### src/rtl/compute_kernel_pkg.sv
// Shared definitions for the blur convolution kernel: widths, default size, FSM states.
package compute_kernel_pkg;

    localparam int MAX_KERNEL_DEF = 7;
    localparam int PROD_W         = 16;
    localparam int ACC_W          = 22;
    localparam int WSUM_W         = 14;
    localparam int QUOT_W         = 8;
    localparam int DIV_CNT_W      = $clog2(QUOT_W);

    typedef enum logic [1:0] {
        IDLE,
        MAC,
        DIV,
        DONE
    } state_t;

endpackage

### src/rtl/compute_kernel_divider.sv
// Restoring divider producing an 8-bit quotient, one bit per cycle, MSB first.
// The dividend must be smaller than divisor * 2^QUOT_W so the quotient fits.
module kernel_divider
    import compute_kernel_pkg::*;
(
    input  logic              clk,
    input  logic              n_rst,
    input  logic              start,
    input  logic [ACC_W-1:0]  dividend,
    input  logic [WSUM_W-1:0] divisor,
    output logic              busy,
    output logic [QUOT_W-1:0] quotient
);

    logic [ACC_W-1:0]     rem_q, rem_d;
    logic [ACC_W-1:0]     shift_q, shift_d;
    logic [QUOT_W-1:0]    quot_q, quot_d;
    logic [DIV_CNT_W-1:0] count_q, count_d;
    logic                 busy_q, busy_d;

    // Load operands on start, otherwise try subtracting the shifted divisor once per cycle.
    always_comb begin
        rem_d   = rem_q;
        shift_d = shift_q;
        quot_d  = quot_q;
        count_d = count_q;
        busy_d  = busy_q;
        if (start) begin
            rem_d   = dividend;
            shift_d = ACC_W'({divisor, {(QUOT_W-1){1'b0}}});
            quot_d  = '0;
            count_d = '0;
            busy_d  = 1'b1;
        end else if (busy_q) begin
            if (rem_q >= shift_q) begin
                rem_d  = rem_q - shift_q;
                quot_d = {quot_q[QUOT_W-2:0], 1'b1};
            end else begin
                quot_d = {quot_q[QUOT_W-2:0], 1'b0};
            end
            shift_d = shift_q >> 1;
            count_d = count_q + DIV_CNT_W'(1);
            if (count_q == DIV_CNT_W'(QUOT_W-1)) begin
                busy_d = 1'b0;
            end
        end
    end

    // Divider state registers with synchronous active-low reset.
    always_ff @(posedge clk) begin
        if (!n_rst) begin
            rem_q   <= '0;
            shift_q <= '0;
            quot_q  <= '0;
            count_q <= '0;
            busy_q  <= 1'b0;
        end else begin
            rem_q   <= rem_d;
            shift_q <= shift_d;
            quot_q  <= quot_d;
            count_q <= count_d;
            busy_q  <= busy_d;
        end
    end

    assign busy     = busy_q;
    assign quotient = quot_q;

endmodule

### src/rtl/compute_kernel.sv
// Weighted k x k convolution of a pixel window, normalized by the weight sum with rounding.
// One multiply-accumulate per cycle, then a serial division of the rounded sum.
module compute_kernel
    import compute_kernel_pkg::*;
#(
    parameter int MAX_KERNEL = MAX_KERNEL_DEF
) (
    input  logic                                  clk,
    input  logic                                  n_rst,
    input  logic [$clog2(MAX_KERNEL)-1:0]         kernel_size,
    input  logic                                  start,
    input  logic                                  clear,
    input  logic [MAX_KERNEL-1:0][MAX_KERNEL-1:0][7:0] input_matrix,
    input  logic [MAX_KERNEL-1:0][MAX_KERNEL-1:0][7:0] kernel,
    output logic                                  done,
    output logic [QUOT_W-1:0]                     blurred_pixel,
    output logic                                  clear_flag
);

    localparam int IDX_W = $clog2(MAX_KERNEL);

    state_t            state_q, state_d;
    logic [IDX_W-1:0]  k_last_q, k_last_d;
    logic [IDX_W-1:0]  i_q, i_d;
    logic [IDX_W-1:0]  j_q, j_d;
    logic [ACC_W-1:0]  acc_q, acc_d;
    logic [WSUM_W-1:0] wsum_q, wsum_d;
    logic              done_q, done_d;
    logic [QUOT_W-1:0] blurred_q, blurred_d;
    logic              clear_flag_q, clear_flag_d;

    logic [7:0]        pixel;
    logic [7:0]        weight;
    logic [PROD_W-1:0] product;
    logic              div_start;
    logic [ACC_W-1:0]  div_dividend;
    logic [WSUM_W-1:0] div_divisor;
    logic              div_busy;
    logic [QUOT_W-1:0] div_quotient;

    // Next-state logic: clear overrides everything; the divider is loaded with the final rounded sum on the last MAC cycle.
    always_comb begin
        state_d      = state_q;
        k_last_d     = k_last_q;
        i_d          = i_q;
        j_d          = j_q;
        acc_d        = acc_q;
        wsum_d       = wsum_q;
        done_d       = 1'b0;
        blurred_d    = blurred_q;
        clear_flag_d = clear_flag_q;
        div_start    = 1'b0;

        pixel   = input_matrix[i_q][j_q];
        weight  = kernel[i_q][j_q];
        product = PROD_W'(pixel) * PROD_W'(weight);

        if (clear) begin
            state_d   = IDLE;
            blurred_d = '0;
            if (state_q == MAC || state_q == DIV) begin
                clear_flag_d = 1'b1;
            end
        end else begin
            case (state_q)
                IDLE: begin
                    if (start) begin
                        if (kernel_size == '0) begin
                            k_last_d = '0;
                        end else if (int'(kernel_size) > MAX_KERNEL) begin
                            k_last_d = IDX_W'(MAX_KERNEL - 1);
                        end else begin
                            k_last_d = kernel_size - IDX_W'(1);
                        end
                        i_d          = '0;
                        j_d          = '0;
                        acc_d        = '0;
                        wsum_d       = '0;
                        clear_flag_d = 1'b0;
                        state_d      = MAC;
                    end
                end
                MAC: begin
                    acc_d  = acc_q + ACC_W'(product);
                    wsum_d = wsum_q + WSUM_W'(weight);
                    if (j_q == k_last_q) begin
                        j_d = '0;
                        i_d = i_q + IDX_W'(1);
                        if (i_q == k_last_q) begin
                            div_start = 1'b1;
                            state_d   = DIV;
                        end
                    end else begin
                        j_d = j_q + IDX_W'(1);
                    end
                end
                DIV: begin
                    if (!div_busy) begin
                        blurred_d = (wsum_q == '0) ? '0 : div_quotient;
                        done_d    = 1'b1;
                        state_d   = DONE;
                    end
                end
                DONE: begin
                    state_d = IDLE;
                end
                default: begin
                    state_d = IDLE;
                end
            endcase
        end

        div_dividend = acc_d + ACC_W'(wsum_d >> 1);
        div_divisor  = wsum_d;
    end

    // FSM, datapath and registered outputs with synchronous active-low reset.
    always_ff @(posedge clk) begin
        if (!n_rst) begin
            state_q      <= IDLE;
            k_last_q     <= '0;
            i_q          <= '0;
            j_q          <= '0;
            acc_q        <= '0;
            wsum_q       <= '0;
            done_q       <= 1'b0;
            blurred_q    <= '0;
            clear_flag_q <= 1'b0;
        end else begin
            state_q      <= state_d;
            k_last_q     <= k_last_d;
            i_q          <= i_d;
            j_q          <= j_d;
            acc_q        <= acc_d;
            wsum_q       <= wsum_d;
            done_q       <= done_d;
            blurred_q    <= blurred_d;
            clear_flag_q <= clear_flag_d;
        end
    end

    kernel_divider u_divider (
        .clk      (clk),
        .n_rst    (n_rst),
        .start    (div_start),
        .dividend (div_dividend),
        .divisor  (div_divisor),
        .busy     (div_busy),
        .quotient (div_quotient)
    );

    assign done          = done_q;
    assign blurred_pixel = blurred_q;
    assign clear_flag    = clear_flag_q;

endmodule

### config.mk
export PLATFORM = sky130hd
export DESIGN_NAME = compute_kernel
export DESIGN_NICKNAME = d
export VERILOG_FILES = /design/src/rtl/compute_kernel_pkg.sv /design/src/rtl/compute_kernel_divider.sv /design/src/rtl/compute_kernel.sv
export SDC_FILE = /design/constraint.sdc
export NUM_CORES = 1
export LEC_CHECK = 0
export BUFFER_PORTS_ARGS = -buffer_cell sky130_fd_sc_hd__buf_2
export CAP_MARGIN = 5
export CORE_AREA = 2 2 310 312
export CTS_CLUSTER_SIZE = 30
export DETAILED_ROUTE_END_ITERATION = 16
export DIE_AREA = 0 0 312 314
export SYNTH_ARGS = -nofsm -noshare
export SYNTH_HDL_FRONTEND = slang
export SYNTH_SLANG_ARGS = --single-unit
### constraint.sdc
create_clock -name clk -period 8.35 [get_ports clk]
set_input_delay 0.835 -clock clk [delete_from_list [all_inputs] [get_ports clk]]
set_output_delay 0.835 -clock clk [all_outputs]
set_load 0.01 [all_outputs]
==> results of run 1 <==
[layout by cell type, fill, tap and decap left out, types with 10 or more instances in the layout]
cell                       count
sky130_fd_sc_hd__xor2_1       27
sky130_fd_sc_hd__nor3_1       13
sky130_fd_sc_hd__o211ai_1     71
sky130_fd_sc_hd__buf_2       800
sky130_fd_sc_hd__nand2b_1     16
sky130_fd_sc_hd__and2_1       39
sky130_fd_sc_hd__ha_1         92
sky130_fd_sc_hd__buf_12       15
sky130_fd_sc_hd__buf_4        70
sky130_fd_sc_hd__dfxtp_1     105
sky130_fd_sc_hd__mux4_2      132
sky130_fd_sc_hd__a22oi_1      10
sky130_fd_sc_hd__a21oi_1     131
sky130_fd_sc_hd__a21oi_2      14
sky130_fd_sc_hd__o21ai_0     134
sky130_fd_sc_hd__diode_2      39
sky130_fd_sc_hd__nand2_1     167
sky130_fd_sc_hd__inv_1       141
sky130_fd_sc_hd__or3_1        10
sky130_fd_sc_hd__fa_1         53
sky130_fd_sc_hd__xnor2_1      29
sky130_fd_sc_hd__nor2_1      209
sky130_fd_sc_hd__nand3_1      21
sky130_fd_sc_hd__a211oi_1     33
sky130_fd_sc_hd__a21o_1       13
sky130_fd_sc_hd__mux2i_1     143
sky130_fd_sc_hd__o22ai_1      20
[state kept, by name, indices dropped and copies added (netlist names)]
register and flops:
done 1, u_divider.busy 1, u_divider.quotient 8, k_last_q 3, acc_q 22, u_divider.shift_q 21, u_divider.count_q 3, state_q 2
wsum_q 14, clear_flag 1, i_q 3, u_divider.rem_q 22, j_q 3, blurred_pixel 8
[worst paths after layout]
path	start	end	cells after the start
max	i_q[0]	u_divider.rem_q[20]	32
min reg2reg	u_divider.shift_q[0]	u_divider.shift_q[0]	2
min	u_divider.shift_q[0]	u_divider.shift_q[0]	2
max reg2reg	i_q[0]	u_divider.rem_q[20]	32
[critical path, delay by kind of cell (launching register included)]
family | cells | cell delay [ns]
adder cells (fa/ha/maj) | 6 | 2.64
XOR/XNOR | 2 | 0.33
flip-flops | 1 | 0.40
AO/OA/AOI/OAI | 9 | 2.28
buffers and inverters | 6 | 0.82
AND/OR/NAND/NOR | 8 | 1.08
multiplexers | 1 | 0.30
[report_power, final]
group	switching (uW)	internal (uW)	leakage, uW
combinational	1270	982	0.00843
clock	245	210	0.000133
sequential	29.0	564	0.000910
[cell families (layout without fill, tap and decap cells)]
kind of cell | Yosys count | count (layout) | synth area share, %
xor+xnor | 56 | 56 | 2.92
mux | 276 | 276 | 26.4
other cells | 0 | 39 | 0
flops | 112 | 112 | 13.3
compound gates | 528 | 528 | 20.3
buf+inv | 292 | 1050 | 9.15
fa+ha+maj | 145 | 145 | 13.2
simple gates | 544 | 544 | 14.8
[metal layers]
| layer | part of all wire, % | up-vias |
|---|---|---|
| li1 | - | 8674 |
| met1 | 39 | 9386 |
| met2 | 49 | 1117 |
| met3 | 7.6 | 267 |
| met4 | 4.5 | 24 |
| met5 | 0.13 | - |
[through the flow]
stage,total power (uW),utilization (%),cells,setup slack (ns)
5_1_grt,3580,23.9,3990,0.0685
3_3_place_gp,2840,23.5,3952,0.198
2_1_floorplan,2130,-,1953,1.20
6_report,3300,24.0,4015,0.404
4_1_cts,3300,23.8,3968,0.121
3_5_place_dp,2840,23.5,3952,0.145
[timing repair]
item / 4_1_cts / 5_1_grt
buffers inserted: 0 / 8
gates resized for setup: 0 / 3
endpoints found under the setup margin: 0 / 10
hold buffers: 0 / 0
[synth_stat cells, drive strengths merged (5+ instances only)]
library cell  number  area, sq um
nor2             215          817
nand2            168          633
inv              148          556
a21oi            145          774
mux2i            143         1430
o21ai            142          718
mux4             133         3000
dfxtp            112         2240
ha                92         1150
buf               88          683
o211ai            73          558
clkbuf            55          267
fa                53         1060
and2              40          251
a211oi            36          293
xnor2             29          254
xor2              27          236
nand3             21          105
o22ai             20          125
nand2b            16          100
a21o              15          115
nor3              15         91.3
and3              11         75.1
or2               11         68.8
or3               11         73.8
a22oi             10         75.1
a211o              9         78.8
a311oi             9         78.8
nand4              9         62.6
o21a               9         67.6
a31oi              8         50.1
nor2b              8         57.6
o21bai             8         60.1
o2111ai            7         61.3
a22o               6         52.6
or4                5         37.5
[final cells by class]
type	instances	area share, %
Antenna cell	39	0.431
Clock buffer	9	0.993
Clock inverter	7	0.276
Inverter	148	2.45
Multi-Input combinational cell	1549	57.5
Sequential cell	112	9.97
Tap cell	1265	6.98
Timing Repair Buffer	886	21.4
==> results.txt, run 1 <==
* Time the worst path needs with I/O delays and setup: 7.95 ns
- Critical path class: flop to flop
- Slew at the pin closest to its max-slew limit: ~1.3 ns
- The floorplan has approximately 110 rows.
* Mean area per synthesized cell: between 8 and 9 sq um
- ANT nets after route: 0
* Sum of routed wire length over all layers: 122 mm
- Sum of overflow across all layers after global routing: 0
- For the final routed database, the setup TNS stands at 0 ns.
- Number of max-capacitance violations reported: 0
- The run finished with clean final reports.
- From left edge to right edge, the die measures around 310 um.
- The most numerous cell type found on the critical path is sky130_fd_sc_hd__fa_1.
- Number of warning messages in the yosys log: 0
- Summing every instance area after synthesis gives roughly 17000 sq um.
- After detailed routing, the number of remaining DRC violations is 0.
- The first detailed-routing pass took 5 iterations.
- Crit. End Element: flop
- Sequential elements use 13.3% of the synthesized area.
* Static leakage: 0.00947 uW
- Via count of the first global-routing pass: approximately 18k
- Largest net degree at the start of global routing: 94
- Across all hold checks on the routed design, the worst slack comes to 0.504 ns.
- Initial Utilization: 17.8%
- Clock tree synthesis found a total of 112 sinks.
* Endpoint arrival time on the critical path: between 8 and 9 ns
- Sequential cell area: about 2300 sq um
- The root buffer cell chosen for the clock tree is sky130_fd_sc_hd__clkbuf_16.
- Via count: about 19k
- The core region is around 94000 sq um.
- Number of failing hold endpoints at the final stage: 0
- In the final routed layout, each cell accounts on average for just over 30 um.
* DP Area: roughly 22000 sq um
- Layout overhead on the synthesized area: 34.8%
- Number of register bits inferred by synthesis: around 110
* Largest stage delay on the critical path: just under 0.9 ns
- Standard cell with the maximum stage delay on the critical path: sky130_fd_sc_hd__a311oi_1
- Distinct cell type count of the synthesized netlist: 89
* Num CTS Buffers: 9
* Top achievable clock speed: between 100 and 150 MHz
* Finished layout cell area: 22700 sq um
- Endpoint required time on the critical path: 8.65 ns
* Ys async rst share: 0%
* Global-route wire length before repair: 157 mm
- Final Wtd Congestion: roughly 0.96
- Counting every instance in the synthesized netlist gives 1953.
* Worst hold path class: flop to flop
- Number of buffers on the longest clock path: 2
- The most used flip-flop cell after synthesis is sky130_fd_sc_hd__dfxtp_1.
- The clock arrives with 0.0189 ns of skew.
- Num ports: 801
- The final layout contains 3642 nets.
* Total area of multi-input combinational cells: between 10000 and 15000 sq um
- Net count after synthesis: 2889
* Final-report max-slew violation count: 0
- Fill cells in the final layout number 10.6k.
- Global routing consumed, on the met3 layer, roughly 4.4% of the routing resources.
- In this run the number of H-tree levels came out at 3.
* Global-route usage over all layers: between 20% and 30%
- Met1 Usage GRT: about 30%
* Clock transition at the register clock pins on the worst setup and hold paths after CTS: about 0.090 ns
- The worst pin sits at a relative slew slack of between 10% and 20%.
- Unrepaired setup endpoints after global routing: false
- Cells with a size suffix above 1 make up 40.5% of the layout.
* Area of the die: ~98000 sq um
- Busiest layer in global routing: met2
- Worst VDD drop: 0.177 mV
- For this block, the initial DRC count from the detailed router was 1646.
* Worst-skew pair later-pin latency: 0.39 ns
- Input/output buffers: 800
* Detailed placer's ending HPWL: roughly 110 mm
- Clock tree from TritonCTS: done
- Power density of the placed cells: between 100 and 150 nW/um^2
* Vertical extent of the die: between 300 and 400 um
* GR Util met2: about two fifths
- Final setup vio count: 0
- Dividing the detail-routed via count by the number of cells gives approximately 4.8.
* Worst-path fanout max: 17
* Initial antenna violation count: approximately 120
* Kind of launch point of the worst setup path: flop
- FF-to-FF setup slack: approximately 0.40 ns
* Post-route fraction of the period consumed by the critical path: between 90% and 100%
- Yosys mapped a number of flops with a built-in enable equal to 0.
Power figures use the tool's default switching activity.
==> run 2: changes to the inputs <==
==> constraint.sdc (replaced) <==
create_clock -name clk -period 8.35 [get_ports clk]
set_input_delay 2.0875 -clock clk [delete_from_list [all_inputs] [get_ports clk]]
set_output_delay 2.0875 -clock clk [all_outputs]
set_load 0.01 [all_outputs]
==> results.txt, run 2 (same netlist as run 1, synthesis figures left out) <==
* Drt drc: 0 (unchanged)
* Largest stage delay on the critical path: 0.55 ns (-0.34 ns)
- The count of clock tree sinks came to 112 (unchanged).
- Area of the die: 98000 sq um (unchanged)
* Post-Route Skew: 0.0152 ns (-0.00366 ns)
* ANT nets after route: 0 (unchanged)
- Post-route worst setup slack: -0.101 ns (-0.506 ns)
- Worst flop-to-flop path endpoint: u_divider.rem_q[20]
- In this run the worst setup path begins at kernel[116].
- The half-perimeter wire length of the detailed placement result was 112 mm (+2.9%).
* Worst-skew pair later-pin latency: 0.37 ns (-0.02 ns)
* Top achievable clock speed: 118 MHz (-6.0%)
- Share of power burned in the clock network: 11.2% (-2.6 points)
- The relative slew slack came to 29.9% (+16 points).
- Slew at the pin closest to its max-slew limit: 1.05 ns (-0.233 ns)
- Clock tree from TritonCTS: done
- The startpoint identified for the worst register-to-register timing path is i_q[0].
- The routed via count is 19.9k (+2.4%).
- The top cell types in the final layout, fill and taps aside, are 788 x sky130_fd_sc_hd__buf_2, 211 x sky130_fd_sc_hd__buf_4, 199 x sky130_fd_sc_hd__nor2_1.
- Via count normalized by instance count: 4.77 (-1.6%)
* Clock transition at the register clock pins on the worst setup and hold paths after CTS: 0.08 ns (about the same)
- The number of nets in the layout was 3793 (+4.1%).
* Total area of multi-input combinational cells: 13600 sq um (+4.1%)
* Input/output buffers: 800 (unchanged)
- The number of buffers added by the clock tree synthesis step came to 9 (unchanged).
* Number of max-capacitance violations reported: 0 (unchanged)
- Worst-path fanout max: 5 (-12)
- Number of failing hold endpoints at the final stage: 0 (unchanged)
* Crit path max-delay family: adder cells
* Die width: 312 um (unchanged)
* Most prevalent standard cell on the critical path: sky130_fd_sc_hd__fa_1
- Power density of the placed cells: 171 nW/um^2 (+17%)
* Fillers: 10.5k (-1.2%)
- Initial antenna violation count: 128 (+3.2%)
- The share of post-route cells with drive strength above 1 is 46.3% (+5.9 points).
- Status: complete, but fails checks
- Worst hold path class: flop to flop
- The worst endpoint required time was 8.64 ns (about the same).
- STA classifies the critical path startpoint as an input port.
- The final wirelength is 125 mm (+2.6%).
* Violation count after the first detailed-routing iteration: 1924 (+17%)
- The fraction of power spent switching nets is 43.0% (-3.8 points).
- Standard cell with the maximum stage delay on the critical path: sky130_fd_sc_hd__mux4_2
* Vertical extent of the die: 314 um (unchanged)
* Combinational cell fraction of total power: 74.6% (+6.3 points)
- The number of rows created at floorplan is 113 (unchanged).
- Number of buffers on the longest clock path: 2 (unchanged)
- The depth of the worst register-to-register path came to 34 (+6.3%).
- Cell internal pwr: 2390 uW (+36%)
* Time the worst path needs with I/O delays and setup: 8.45 ns (+0.506 ns)
* Wire per inst: 30.0 um (-1.4%)
- Final-report max-slew violation count: 0 (unchanged)
* Global-route wire length before repair: 163 mm (+3.3%)
* Crit. End Element: flop
* Layout overhead on the synthesized area: 46.0%
- In the final layout, the registers with the most flip-flops are acc_q (22), u_divider.rem_q (22), u_divider.shift_q (21).
- Most common cell after layout, fill and taps aside: sky130_fd_sc_hd__buf_2
- Largest net degree at the start of global routing: 92 (-2.1%)
* Initial Utilization: 17.8% (unchanged)
- For hold timing, the worst endpoint is u_divider.shift_q[0].
- The sequential power share is 14.1% (-3.9 points).
* Initial DRT Pass Iterations: 5 (unchanged)
- Via count of the first global-routing pass: 19.2k (+5.2%)
- The worst hold path begins at u_divider.shift_q[0].
- Number of buffer and inverter instances along the worst setup path: 8 (+2)
* Root Buffer: sky130_fd_sc_hd__clkbuf_16
* Core area: 94400 sq um (unchanged)
- The level count of the clock H-tree came to 3 (unchanged).
- The routability congestion estimate came to 0.957 (+0.12%).
- Sum of negative setup slack: -0.234 ns (-0.234 ns)
* Static leakage: 0.0104 uW (+9.7%)
- Critical path class: input port to flop
* Violated checks: setup timing
* Sum of overflow across all layers after global routing: 0 (unchanged)
- The cell depth of the worst min-delay path is 2 (unchanged).
- The register-to-register setup slack is 0.48 ns (+0.08 ns).
- Final setup vio count: 5 (+5)
* Global-route usage over all layers: 24.4% (+0.63 points)
* Unrepaired setup endpoints after global routing: true
- The final period utilization is 101% (+6.1 points).
* Worst VDD drop: 0.247 mV (+39%)
- Utilization after layout: 26.0% (+2.0 points)
- The register cell area after layout is 2260 sq um (unchanged).
- Switching power: 1800 uW (+17%)
- Number of buffers inserted for hold repair after clock tree synthesis: 0 (unchanged)
- The signal arrival time at the worst endpoint was 8.75 ns (+0.50 ns).
- The top-level I/O count is 801 (unchanged).
==> run 2: cell count changes in the layout (fill, tap and decap cells not counted), moves of 6 or more <==
cell,change
sky130_fd_sc_hd__buf_4,+141
sky130_fd_sc_hd__buf_6,+18
sky130_fd_sc_hd__diode_2,+13
sky130_fd_sc_hd__ha_1,-13
sky130_fd_sc_hd__o21ai_0,-13
sky130_fd_sc_hd__buf_2,-12
sky130_fd_sc_hd__ha_4,+12
sky130_fd_sc_hd__nor2_1,-10
sky130_fd_sc_hd__nor2_4,+8
sky130_fd_sc_hd__a21oi_1,-7
sky130_fd_sc_hd__o21ai_1,+6
sky130_fd_sc_hd__o21ai_2,+6
==> run 2: layout make-up <==
cell class / instances / area share (%)
Multi-Input combinational cell: 1549 / 55.3
Timing Repair Buffer: 1037 / 25.0
Sequential cell: 112 / 9.21
Tap cell: 1265 / 6.45
Inverter: 148 / 2.26
Clock buffer: 9 / 0.917
Antenna cell: 52 / 0.530
Clock inverter: 7 / 0.362
==> run 2: layer usage <==
layer / global-route usage, % / routed length, um
met2: 41.0 / 62100
met4: 12.2 / 4700
met1: 28.6 / 47400
met5: 0 / 219
met3: 6.79 / 10700
==> run 2: worst register-to-register path: cells and delay by family, from the launching register on <==
family / cells / cell delay [ns]
and+or+nand+nor: 6 / 0.94
adders and majority gates: 6 / 2.66
xor gates and xnor gates: 2 / 0.28
muxes: 1 / 0.16
AOI/OAI and AO/OA: 10 / 1.75
DFF: 1 / 0.69
buffers and inverters: 9 / 1.31
==> run 2: metrics by stage <==
stage	setup WS [ns]	hold WS [ns]	area (sq um)	instances	total power, uW
floorplan	0.0196	0.461	16800	1953	2130
global placement	-0.993	0.477	23300	4085	3170
detailed placement	-1.05	0.493	23300	4085	3180
CTS	-0.0302	0.513	24100	4123	3950
global route	-0.321	0.546	24500	4153	4500
finish	-0.101	0.513	24600	4179	4190
==> run 2: how the worst max path moves through the flow <==
stage	cells past startpoint	to	slack [ns]
finish	32	u_divider.rem_q[20]	-0.10
global route	37	u_divider.rem_q[16]	-0.32
CTS	32	u_divider.rem_q[19]	-0.03
detailed placement	31	u_divider.rem_q[20]	-1.05
global placement	33	u_divider.rem_q[20]	-0.99
floorplan	29	u_divider.rem_q[19]	0.02
==> run 2: power by group through the flow <==
stage	logic (uW)	registers, uW	clock network, uW
4_1_cts	2890	591	477
2_1_floorplan	1540	589	0
5_1_grt	3410	595	494
3_3_place_gp	2560	603	0
6_report	3130	592	471
3_5_place_dp	2580	603	0
==> run 2: repair_timing <==
action,4_1_cts,5_1_grt
pin swaps,60,40
endpoints found under the setup margin,15,12
buffers inserted,24,4
resized for setup,85,53
